$ cat src/rtl/minimicro_ctrl.sv
//==============================================================================
// Module   : minimicro_ctrl
// Brief    : Fetch/decode/execute sequencer for an 8-bit accumulator micro,
//            with conditional jumps, halt, and a fetch-timeout fault.
// Revision : 1.0
//==============================================================================
`default_nettype none

module minimicro_ctrl #(
    parameter int PC_W    = 4,
    parameter int TIMEOUT = 8
) (
    input  logic            clk,
    input  logic            rst,
    input  logic [7:0]      instr,
    input  logic            mem_ready,
    input  logic            n_flag,
    input  logic            z_flag,
    output logic            mem_req,
    output logic [PC_W-1:0] pc,
    output logic [2:0]      alu_op,
    output logic [PC_W-1:0] imm,
    output logic            alu_en,
    output logic            acc_we,
    output logic            sr_we,
    output logic            jump_taken,
    output logic            halted,
    output logic            fault,
    output logic [1:0]      state
);

    localparam int CNT_W = (TIMEOUT > 1) ? $clog2(TIMEOUT) : 1;
    localparam logic [CNT_W-1:0] C_CNT_LAST = CNT_W'(TIMEOUT - 1);

    localparam logic [3:0] C_OP_LDI = 4'h1;
    localparam logic [3:0] C_OP_OR  = 4'h5;
    localparam logic [3:0] C_OP_JMP = 4'h6;
    localparam logic [3:0] C_OP_JZ  = 4'h7;
    localparam logic [3:0] C_OP_JN  = 4'h8;
    localparam logic [3:0] C_OP_JNZ = 4'h9;
    localparam logic [3:0] C_OP_HLT = 4'hF;

    typedef enum logic [1:0] {
        S_FETCH  = 2'd0,
        S_DECODE = 2'd1,
        S_EXEC   = 2'd2,
        S_HALT   = 2'd3
    } state_t;

    state_t            r_state;
    logic [PC_W-1:0]   r_pc;
    logic [7:0]        r_ir;
    logic [CNT_W-1:0]  r_cnt;
    logic              r_halted;
    logic              r_fault;

    logic [3:0]        w_opc;
    logic [PC_W-1:0]   w_imm;
    logic              w_in_exec;
    logic              w_is_alu;
    logic              w_take;

    assign w_opc     = r_ir[7:4];
    assign w_in_exec = (r_state == S_EXEC) && !rst;
    assign w_is_alu  = (w_opc >= C_OP_LDI) && (w_opc <= C_OP_OR);

    // The immediate is always the low nibble of the held instruction.
    generate
        if (PC_W == 4) begin : g_imm_eq
            assign w_imm = r_ir[3:0];
        end else if (PC_W > 4) begin : g_imm_ext
            assign w_imm = {{(PC_W-4){1'b0}}, r_ir[3:0]};
        end else begin : g_imm_trunc
            assign w_imm = r_ir[PC_W-1:0];
        end
    endgenerate

    always_comb begin
        w_take = 1'b0;
        case (w_opc)
            C_OP_JMP: w_take = 1'b1;
            C_OP_JZ:  w_take = z_flag;
            C_OP_JN:  w_take = n_flag;
            C_OP_JNZ: w_take = !z_flag;
            default:  w_take = 1'b0;
        endcase
    end

    always_ff @(posedge clk) begin
        if (rst) begin
            r_state  <= S_FETCH;
            r_pc     <= '0;
            r_ir     <= '0;
            r_cnt    <= '0;
            r_halted <= 1'b0;
            r_fault  <= 1'b0;
        end else begin
            case (r_state)
                S_FETCH: begin
                    if (mem_ready) begin
                        r_ir    <= instr;
                        r_pc    <= r_pc + PC_W'(1);
                        r_cnt   <= '0;
                        r_state <= S_DECODE;
                    end else if (r_cnt == C_CNT_LAST) begin
                        r_state  <= S_HALT;
                        r_fault  <= 1'b1;
                        r_halted <= 1'b1;
                    end else begin
                        r_cnt <= r_cnt + CNT_W'(1);
                    end
                end
                S_DECODE: begin
                    if (w_opc == C_OP_HLT) begin
                        r_state  <= S_HALT;
                        r_halted <= 1'b1;
                    end else begin
                        r_state <= S_EXEC;
                    end
                end
                S_EXEC: begin
                    if (w_take) begin
                        r_pc <= w_imm;
                    end
                    r_state <= S_FETCH;
                end
                default: r_state <= S_HALT;
            endcase
        end
    end

    // Strobes decode the registered state and are killed by rst in the same cycle.
    assign mem_req    = (r_state == S_FETCH) && !rst;
    assign alu_en     = w_in_exec && w_is_alu;
    assign acc_we     = w_in_exec && w_is_alu;
    assign sr_we      = w_in_exec && w_is_alu;
    assign jump_taken = w_in_exec && w_take;

    assign pc     = r_pc;
    assign imm    = w_imm;
    assign alu_op = r_ir[6:4];
    assign halted = r_halted;
    assign fault  = r_fault;
    assign state  = r_state;

endmodule

`default_nettype wire
$ cat config.mk
export PLATFORM = sky130hd
export DESIGN_NAME = minimicro_ctrl
export DESIGN_NICKNAME = d
export VERILOG_FILES = /design/src/rtl/minimicro_ctrl.sv
export SDC_FILE = /design/constraint.sdc
export NUM_CORES = 1
export LEC_CHECK = 0
export CAP_MARGIN = 5
export CORE_UTILIZATION = 44
export DETAILED_ROUTE_END_ITERATION = 8
export PLACE_DENSITY = 0.89
export SYNTH_ARGS = -nofsm -noshare
export SYNTH_HDL_FRONTEND = slang
export SYNTH_SLANG_ARGS = --single-unit
$ cat constraint.sdc
create_clock -name clk -period 1.8 [get_ports clk]
set_input_delay 0.27 -clock clk [delete_from_list [all_inputs] [get_ports clk]]
set_output_delay 0.27 -clock clk [all_outputs]
set_load 0.02 [all_outputs]
## Word level (Yosys, flattened, before mapping)

Index checks and enable logic that the tools add are counted.

| storage, ports and cells | value |
|---|---|
| bits in read-only memories | 0 |
| RAM bits | 0 |
| word-level logic and storage cells | 55 |
| input port bits | 13 |
| latch bits | 0 |
| register bits after elaboration | 19 |
| memories kept | 0 |

| operators by class | value |
|---|---|
| div/mod/pow operators | 0 |
| add/sub/neg operators | 2 |
| shifts and indexed selects | 0 |
| bitwise logic cells | 1 |
| multiplexer cells | 14 |
| equality and inequality tests | 15 |
| magnitude comparators | 2 |
| reductions and logical operators | 15 |
| multiply operators | 0 |

Operator list:

| operator | count |
|---|---|
| 4-bit equality test (second input constant) | 3 |
| 2-bit != test (second input constant) | 6 |
| 4-bit by 3-bit equality test with 1-bit output (second input constant) | 2 |
| 4-bit 2-to-1 mux | 2 |
| 4-bit case mux with 2 select lines | 1 |
| 3-bit 2-to-1 mux | 2 |
| 2-bit case mux with 3 select lines | 1 |
| 3-bit AND reduction | 2 |
| 1-bit logical AND | 5 |
| 4-bit by 1-bit adder with 4-bit output (second input constant) | 1 |
| 4-bit by 1-bit greater-or-equal comparator with 1-bit output (second input constant) | 1 |
| 4-bit by 3-bit <= comparator with 1-bit output (second input constant) | 1 |
| 1-bit 2-to-1 mux | 4 |
| 2-bit 2-to-1 mux | 2 |
| 1-bit case mux with 4 select lines | 1 |
| 2-bit AND reduction | 2 |
| 4-bit AND reduction | 1 |
| 2-bit nonzero test | 2 |
| 3-bit by 1-bit adder with 3-bit output (second input constant) | 1 |
| 3-bit equality test (second input constant) | 1 |
| 3-bit != test (second input constant) | 1 |
| 2-bit by 1-bit equality test with 1-bit output (second input constant) | 1 |
| 2-bit equality test (second input constant) | 1 |
| 1-bit logical NOT | 2 |
| other kinds (3) | 3 |

## Logic depth before layout (Yosys ltp)

Gate-level depths: netlist of the first run.

| depth | value |
|---|---|
| word-level depth | 4 |
| gate-level depth with buffers | 6 |
| gate-level depth less buffers | 6 |

## Worst setup path after synthesis of the first run

Ideal clock, no wire load.

| timing path | value |
|---|---|
| kind | reg-to-output |
| start point | register r_state[1], in the netlist state[1] |
| end point | output alu_en |
| arrival time | 1.831 ns |
| required time | 1.530 ns |
| cell stages (with the launch flop) | 5 |
| path slack | -0.301 ns |
| path through | dfxtp_1 -> buf_6 -> nand2b_1 -> nor4_1 -> buf_4 |

| on the way | value |
|---|---|
| cells in the longest elaborated chain, start to end | 3 |

Ends and longest elaborated chain:

| what | line | RTL |
|---|---|---|
| start: declaration | 50 | `state_t r_state;` |
| start signal: assignment | 91 | `r_state <= S_FETCH;` |
| start signal: assignment | 104 | `r_state <= S_DECODE;` |
| start signal: assignment | 106 | `r_state <= S_HALT;` |
| 2-bit equality test | 64 | `assign w_in_exec = (r_state == S_EXEC) && !rst;` |
| 1-bit logical AND | 64 |  |
| 1-bit logical AND | n/a |  |
| end: declaration | 23 | `output logic alu_en,` |

Every way passes these cells.

## Final worst setup path of the first run

| timing path | value |
|---|---|
| start point | register r_ir[4] |
| end point | output jump_taken |

| on the way | value |
|---|---|
| cells in the longest elaborated chain, start to end | 3 |
| elaborated cells between the ends (all ways) | 6 |
| those cells by class | eq/ne (4); mux (1); reduce/logical (1) |

Ends and longest elaborated chain:

| what | line | RTL |
|---|---|---|
| start: declaration | 52 | `logic [7:0] r_ir;` |
| start signal: assignment | 101 | `r_ir <= instr;` |
| 4-bit equality test / 4-bit by 3-bit equality test with 1-bit output (equally long branches) | 80 | `case (w_opc)` |
| 1-bit case mux with 4 select lines * | 80 |  |
| 1-bit logical AND * | 137 | `assign jump_taken = w_in_exec && w_take;` |
| end: declaration | 26 | `output logic jump_taken,` |

Every way passes the cells marked *; elsewhere a longest branch is shown, timed or not.

==> results of run 1 <==
[power breakdown]
group	internal, mW	switching, mW
Clock	0.0865	0.138
Sequential	0.443	0.0211
Combinational	0.114	0.112
Total	0.644	0.271
[worst reg2reg max path: cells and delay by family (launching register included)]
family,cells,cell delay [ns]
AOI/OAI and AO/OA,2,0.53
and+or+nand+nor,2,0.37
DFF,1,0.35
buffers and inverters,1,0.14
[cells by family (layout without fill, tap and decap cells)]
| logic type | after synthesis | in the layout | share of synthesized area (%) |
|---|---|---|---|
| multiplexers | 1 | 1 | 1.01 |
| adder cells (fa/ha/maj) | 3 | 3 | 3.78 |
| flip-flops | 19 | 19 | 38.3 |
| AND/OR/NAND/NOR | 60 | 60 | 30.7 |
| buffers and inverters | 16 | 55 | 10.7 |
| AO/OA/AOI/OAI | 24 | 24 | 15.5 |
[repair_timing]
action,CTS,global route
resized for setup,22,4
setup endpoints to repair,5,1
pin swaps,2,1
[flip-flops by register name, indices dropped and copies added, names as in the netlist]
register / flops
halted: 1
fault: 1
r_ir: 8
r_cnt: 3
pc: 4
state: 2
[synthesized netlist by cell type, types with 2 or more instances]
cell type  instances  area share [%]
o21ai_0            2             1.0
nand3b_1           2             1.5
a22oi_1            2             1.5
clkbuf_1           2            0.76
nand2_1           23             8.7
buf_4             10             7.6
a21oi_1           12             6.0
nor2_1            17             6.4
dfxtp_1           19              38
nor4_1             2             1.3
nand4_1            2             1.3
nand2b_1           3             1.9
nor3_1             3             1.5
ha_1               3             3.8
[per-stage QoR]
| stage | std cells | utilization [%] | hold slack (ns) | cell area (um^2) |
|---|---|---|---|---|
| 2_1_floorplan | 123 | - | 0.406 | 1010 |
| 3_3_place_gp | 185 | 68.1 | 0.459 | 1390 |
| 3_5_place_dp | 185 | 68.1 | 0.477 | 1390 |
| 4_1_cts | 189 | 68.6 | 0.488 | 1400 |
| 5_1_grt | 189 | 69.4 | 0.494 | 1420 |
| 6_report | 189 | 69.4 | 0.490 | 1420 |
[routing by layer]
layer  up-vias  global-route usage (%)
met3         4                    4.32
li1        495                       -
met5         -                       0
met2        34                    39.0
met1       463                    22.7
met4         0                    9.52
[path summary, 6_finish.rpt]
check | cells past startpoint | startpoint | endpoint
setup / recovery | 5 | r_ir[4] | jump_taken
hold / removal | 2 | r_ir[3] | r_ir[3]
setup reg to reg | 5 | r_ir[4] | pc[0]
hold reg to reg | 2 | r_ir[3] | r_ir[3]
[cell type report]
cell class,instances,area [um^2]
Sequential cell,19,383
Tap cell,27,33.8
Timing Repair Buffer,49,430
Clock buffer,4,26.3
Multi-Input combinational cell,88,536
Fill cell,185,626
Inverter,2,7.51
==> results.yml, run 1 <==
floorplan:
  ios: 33
  die_w_um: 49.5
  rows: 16
  initial_utilization_pct: 48.7
  dieHeight_um: 49.5
  die_area_mm2: 0.00245
  coreArea_mm2: 0.00204
synthesis:
  synth_cells: 123
  synth_fp_nets: 139
  yosysWarnings: 0
  synthArstFlopShare_pct: 0
  synth_edf_count: 0
  synth_seq_cells: 19
  ys_seq_area_share_pct: 38.3
  syn_avg_cell_area_um2: 8.08
  syn-cell-area_um2: 993
  yosys_most_used_dff: "dfxtp_1"
  yosysUniqueCellTypes: 35
setup_path:
  cp_max_fo: 5
  crit_path_max_incr_delay_ns: 0.35
  cp-end-kind: "output port"
  crit_path_start_kind: "flop"
  worstPathArrival_ns: 1.54
  critical_path.top_delay_family: "simple AND/OR/NAND/NOR gates"
  critPathBufInv: 1
  worstPathRequired_ns: 1.53
  r2r_slack_ns: 0.32
  critical_path_class: "flop to output port"
  worstPathCellList: "nor2b_4 -> o211a_1 -> or2_4 -> nor3b_4 -> buf_6"
  cp_slowest_cell: "dfxtp_2"
run:
  max_cap_violations: 0
detailed_routing:
  met1_length_um: 1000
  final_antenna_net_count: 0
  drtPass1Iterations: 4
  drt-wirelength-per-cell_um: 12.7
  totalWireLength_um: 2410
  topRoutingLayerUsed: "met4"
  wl_met2_um: 1270
  vias: 996
  drtIter0Drc: 17
  drc: 0
  wl_met3_um: 107
  viasPerCell: 5.27
sta:
  rsz0062_at_grt: "true"
  setup_viol_count_final: 1
  slew-limit-headroom_pct: 69.1
  min_period_ns: 1.81
  skew_ns: 0.00989
  hold_viol: 0
  worstMarginPinSlew_ns: 0.459
  max_freq_mhz: 552
  finalCritPeriodShare_pct: 101
  setup_ws_ns: -0.0130
  final.setup.tns_ns: -0.0130
  final_max_slew_viol_count: 0
clock_tree:
  clock-sinks: 19
  clk_path_buf_depth: 2
  cts.hold.buffers_added: 0
  cts_buffers: 3
  postCtsSetupBuffers: 0
  clk_latency_ns: 0.31
  cts_tree: "done"
  clk_pin_slew_ns: 0.11
  root_buffer: "clkbuf_4"
  h-tree-depth: 1
place:
  dp_hpwl_um: 1840
  place_ws_ns: -0.501
  portBuffers: 32
  place.gp.congestion: 0.811
final_layout:
  final_nets: 179
  area_delta_synth_final_pct: 42.6
  final_common_cell: "clkdlybuf4s50_1"
  mostFrequentLayoutCells: "25 x clkdlybuf4s50_1, 22 x nand2_1, 17 x nor2_1, 17 x dfxtp_1, 17 x buf_4"
  num_antenna_cells: 0
  drive_gt1_share_pct: 22.2
run_status:
  violations: "negative setup slack"
  status: "finished with violations"
hold_path:
  hp-class: "flop to flop"
global_route:
  grt_usage_pct: 21.1
  grt_pass1_vias: 957
  antenna_found_initial: 0
  overflow: 0
  grt_max_degree: 13
  grt_pass1_wl_um: 3930
power:
  leakage_nw: 0.589
  power_density_mw_per_mm2: 646
  p_total_mw: 0.914
  peakVddDrop_v: 0.000523
No activity file was read; power rests on OpenSTA's default activity.
==> inputs of run 2 (changes only) <==
- CTS_CLUSTER_DIAMETER: unset -> 50
==> results of run 2 <==
No change in the layout: final DEF, timing and power equal those of run 1.
==> variant 1, RTL diff (flow settings as in run 1) <==
Set the parameter `TIMEOUT` to 16 (it was 8).
--- a/src/rtl/minimicro_ctrl.sv
+++ b/src/rtl/minimicro_ctrl.sv
@@ -8,7 +8,7 @@
 
 module minimicro_ctrl #(
     parameter int PC_W    = 4,
-    parameter int TIMEOUT = 8
+    parameter int TIMEOUT = 16
 ) (
     input  logic            clk,
     input  logic            rst,
Check against the original RTL: not equivalent (Yosys sat finds a counterexample within 10 cycles, from zero or initial values and one cycle with rst high).
==> variant 1 against run 1 <==
Setup slack gained 0.019 ns. Largest cell class unchanged. First-iteration DRC count rose by 82%. Highest routed layer unchanged. Power grew 20%. Die area up 7.4%. Critical path type unchanged. Hold slack got worse by 0.014 ns. Cell area rose by 11%. Maximum frequency rose by 1.1%. Via count rose by 16%. Core utilization rose by 0.39 points. Sequential cell count up 1. Register-to-register slack lost 0.26 ns. Routed wire length increased by 30%. Area after synthesis up 7.7%. Critical endpoint unchanged. Combinational power increased by 8%.
==> variant 1: results (changes against run 1) <==
* Non-filler instance count after layout at 207 (+9.5%)
* Relative slew slack at 0.673 (-0.0184)
* Mapped Nets at 152 (+9.4%)
* Static Leak at 0.677 nW (+15%)
* Pre-CTS setup slack at -0.412 ns (+0.0892 ns)
* Slowest-stage cell, CP: dfxtp_4
* Post-synthesis cell type count at 38 (+8.6%)
* Met2 WL at 1.61 mm (+26%)
* Cell count after synthesis at 137 (+11%)
* Vias in the first global route at 1029 (+7.5%)
* Fillers at 182 (-1.6%)
* Max FFs per register at 8 (unchanged)
* RePlAce Congestion at 0.815 (+0.41%)
* Register bit count reported by yosys at 20 (+1)
* Wire length per cell at 15.1 um (+19%)
* Slew Limit Fails at 0 (unchanged)
* Seq/Total Area, Yosys at 0.374 (-0.00860)
* HPWL Detailed at 2.02 mm (+9.8%)
* Vias at 1156 (+16%)
* Share of post-route cells with drive strength above 1 at 0.246 (+0.0236)
* Met3 routed WL at 134 um (+25%)
* Clock buffer depth at 2 (unchanged)
* Setup ws final at 0.00590 ns (+0.0189 ns)
* Critical path arrival at 1.52 ns (-0.02 ns)
* First-pass GRT wire length at 4.78 mm (+22%)
* Top cells by area, synth: dfxtp_1 37%, a21oi_1 8.0%, buf_4 7.0%
* Top Layer Used: met4
* Worst-path fanout max at 6 (+1)
* Worst Skew at 0.00726 ns (-0.00263 ns)
* Final nets at 195 (+8.9%)
* Global-route usage over all layers at 0.249 (+0.0383)
* CP peak stage delay at 0.39 ns (+0.04 ns)
* Metal1 wirelength at 1.28 mm (+28%)
* Root Buffer: clkbuf_4
* Maximum vdd drop at 0.501 mV (-4.3%)
* Most flop-heavy register: r_ir
* Final Hold Fails at 0 (unchanged)
* Reg2reg setup slack at 0.06 ns (-0.26 ns)
* Pin count of the biggest net entering global routing at 14 (+1)
* Post-synth top cells: 20 x dfxtp_1, 18 x nand2_1, 17 x a21oi_1, 17 x nor2_1, 10 x buf_4
* Status: finished clean
* Ys Warns at 0 (unchanged)
* Psw at 0.000293 W (+8.2%)
* Iteration-0 DRC Markers at 31 (+14)
## variant 1: changes by cell type in the layout (fill, tap and decap cells not counted), sizes merged, moves of 3 or more
cell                run 1  this run
a21oi                  12        17
buf                    21        25
nand2                  23        19
a31oi                   1         4
dlygate4sd2             3         0
## variant 1: routing by layer
| metal | track usage | up-vias |
|---|---|---|
| li1 | - | 564 |
| met1 | 0.302 | 541 |
| met2 | 0.430 | 41 |
| met3 | 0.0298 | 10 |
| met4 | 0.126 | 0 |
| met5 | 0 | - |
## variant 1: power by group through the flow
stage                     Sequential [W]  Combinational (W)  Clock, W
after floorplan                 0.000503           0.000123         0
after global placement          0.000495           0.000228         0
after detailed placement        0.000497           0.000233         0
after CTS                       0.000489           0.000238  0.000373
after global routing            0.000491           0.000260  0.000400
final                           0.000487           0.000243  0.000371
## variant 1: final timing paths
| check | from | endpoint | cells after the start |
|---|---|---|---|
| max | r_ir[5] | jump_taken | 5 |
| max reg2reg | r_ir[7] | pc[0] | 5 |
| min | r_ir[3] | r_ir[3] | 2 |
| min reg2reg | r_ir[3] | r_ir[3] | 2 |
## variant 1: stage by stage
stage	cell area [um^2]	hold slack, ns
6_report	1570	0.476
5_1_grt	1570	0.488
4_1_cts	1530	0.479
3_5_place_dp	1490	0.462
3_3_place_gp	1490	0.455
2_1_floorplan	1080	0.406
## variant 1: cell families after synthesis
group | share of synthesized area
simple gates | 0.295
compound gates | 0.196
flops | 0.374
buf+inv | 0.111
fa+ha+maj | 0.0234
## variant 1: layout make-up
class / instances / share of cell area
Multi-Input combinational cell: 98 / 0.375
Timing Repair Buffer: 53 / 0.295
Clock buffer: 3 / 0.0143
Tap cell: 28 / 0.0223
Inverter: 4 / 0.00955
Clock inverter: 1 / 0.0191
Sequential cell: 20 / 0.264
## variant 1: timing repair
item | in CTS | in global routing
setup buffers | 0 | 1
resized for setup | 20 | 17
setup endpoints to repair | 5 | 8
pin swaps | 0 | 4
## variant 1: worst register-to-register path, cell delays in order (launching register included)
cell       delay, ns
dfxtp_4         0.40
and4b_1         0.21
a22o_1          0.25
buf_4           0.15
a2111oi_1       0.51
a31o_1          0.17
==> variant 2, RTL diff (settings of run 1) <==
Made on the original files. Put one more register stage on the output `fault`, without a reset. The value now appears one clock later. The other outputs are not delayed to match.
--- a/src/rtl/minimicro_ctrl.sv
+++ b/src/rtl/minimicro_ctrl.sv
@@ -140,7 +140,9 @@
     assign imm    = w_imm;
     assign alu_op = r_ir[6:4];
     assign halted = r_halted;
-    assign fault  = r_fault;
+    always_ff @(posedge clk) begin
+        fault <= r_fault;
+    end
     assign state  = r_state;
 
 endmodule
Function: changed (Yosys sat finds a counterexample within 10 cycles, from zero or initial values and one cycle with rst high).
==> variant 2 against run 1 <==
The flow still finishes with violations (setup timing). Non-clock buffer count shrank 2. Critical path type unchanged. Global-route usage grew 0.061 points. Combinational power grew 2%. Setup slack gained 0.0034 ns. Cell area grew 2.9%. Area after synthesis grew 0.13%. Sequential cell count grew 1. Largest power group unchanged. Core utilization grew 2.0 points. Critical endpoint unchanged. Final cell count shrank 1.1%. Power grew 19%. Hold slack lost 0.12 ns. Via count grew 0.30%. Register-to-register slack lost 0.06 ns. Routed wire length grew 4.9%.
==> variant 2: results (changes against run 1) <==
* Setup Viol. Count Final at 1 (unchanged)
* Vias at 999 (+0.30%)
* Wire length per cell at 13.5 um (+6.0%)
* Cells after DPL at 182 (-1.6%)
* Met2 WL at 1.26 mm (-1.4%)
* Fillers at 158 (-15%)
* Pre-CTS setup slack at -0.459 ns (+0.0419 ns)
* Via/cell ratio at 5.34 (+1.4%)
* Iteration-0 DRC Markers at 30 (+13)
* Status: finished with violations
* HPWL Detailed at 1.79 mm (-2.7%)
* Syn Area/Cell at 8.22 um^2 (+1.8%)
* RePlAce Congestion at 0.836 (+3.0%)
* Worst Reg-to-Reg Cells at 6 (+1)
* First-pass GRT wire length at 4.10 mm (+4.4%)
* Metal1 wirelength at 1.12 mm (+12%)
* WHS Path Cells at 0 (-2)
* GR Util met3 at 0.0185 (-0.0247)
* Worst-path fanout max at 3 (-2)
* Vias in the first global route at 981 (+2.5%)
* Post-synth top cells: 22 x nand2_1, 20 x dfxtp_1, 16 x a21oi_1
* Mapped Nets at 137 (-1.4%)
* Top cells by area, synth: dfxtp_1 40%, nand2_1 8.3%, a21oi_1 8.1%
* Failing checks: setup timing
* Seq/Total Area, Yosys at 0.403 (+0.0196)
* Share of post-route cells with drive strength above 1 at 0.231 (+0.00903)
* Area after DPL at 1390 um^2 (-0.45%)
* Relative slew slack at 0.693 (+0.00148)
* Setup ws final at -0.00955 ns (+0.00341 ns)
* Worst Skew at 0.00281 ns (-0.00708 ns)
* Global-route usage over all layers at 0.211 (+0.000612)
* Met3 routed WL at 117 um (+9.3%)
* Met1 Usage GRT at 0.247 (+0.0194)
* Met2 Usage GRT at 0.401 (+0.0105)
* Worst R2R Start: r_cnt[0]
==> variant 2: how the worst min path moves through the flow <==
stage                     startpoint  endpoint  slack, ns
after floorplan              r_fault     fault       0.33
after global placement       r_fault     fault       0.34
after detailed placement     r_fault     fault       0.35
after CTS                    r_fault     fault       0.37
after global routing         r_fault     fault       0.38
final                        r_fault     fault       0.37
==> variant 2: cell families after synthesis <==
logic type / Yosys count / synth area share
and+or+nand+nor: 55 / 0.282
adders and majority gates: 3 / 0.0377
AOI/OAI and AO/OA: 28 / 0.176
muxes: 1 / 0.0101
buffers and inverters: 14 / 0.0918
DFF: 20 / 0.403
==> variant 2: worst max-delay path: cells and delay by family (launching register included) <==
kind	cells	cell delay, ns
AO/OA/AOI/OAI	1	0.21
buffers and inverters	1	0.17
flip-flops	1	0.36
AND/OR/NAND/NOR	3	0.51
==> variant 2: final cells by class <==
class                      count  area, um^2  share of cell area
multi-input combinational     87         543               0.373
timing repair buffer          47         418               0.287
sequential                    20         403               0.276
tap                           27        33.8              0.0232
clock inverter                 1        30.0              0.0206
clock buffer                   3        22.5              0.0155
inverter                       2        7.51             0.00515
==> variant 2: through the flow <==
stage                util  setup TNS, ns
floorplan               -              0
global placement    0.678          -1.48
detailed placement  0.678          -1.54
CTS                 0.694        -0.0285
global route        0.714        -0.0579
finish              0.714       -0.00955
==> variant 2: timing repair <==
item,CTS,global route
setup buffers,0,1
setup endpoints to repair,5,5
pin swaps,0,4
resized for setup,20,10
==> variant 2: report_power, final <==
| part | switching, W | internal [W] |
|---|---|---|
| combinational | 0.000116 | 0.000115 |
| clock | 0.000148 | 0.000225 |
| sequential | 0.0000202 | 0.000466 |
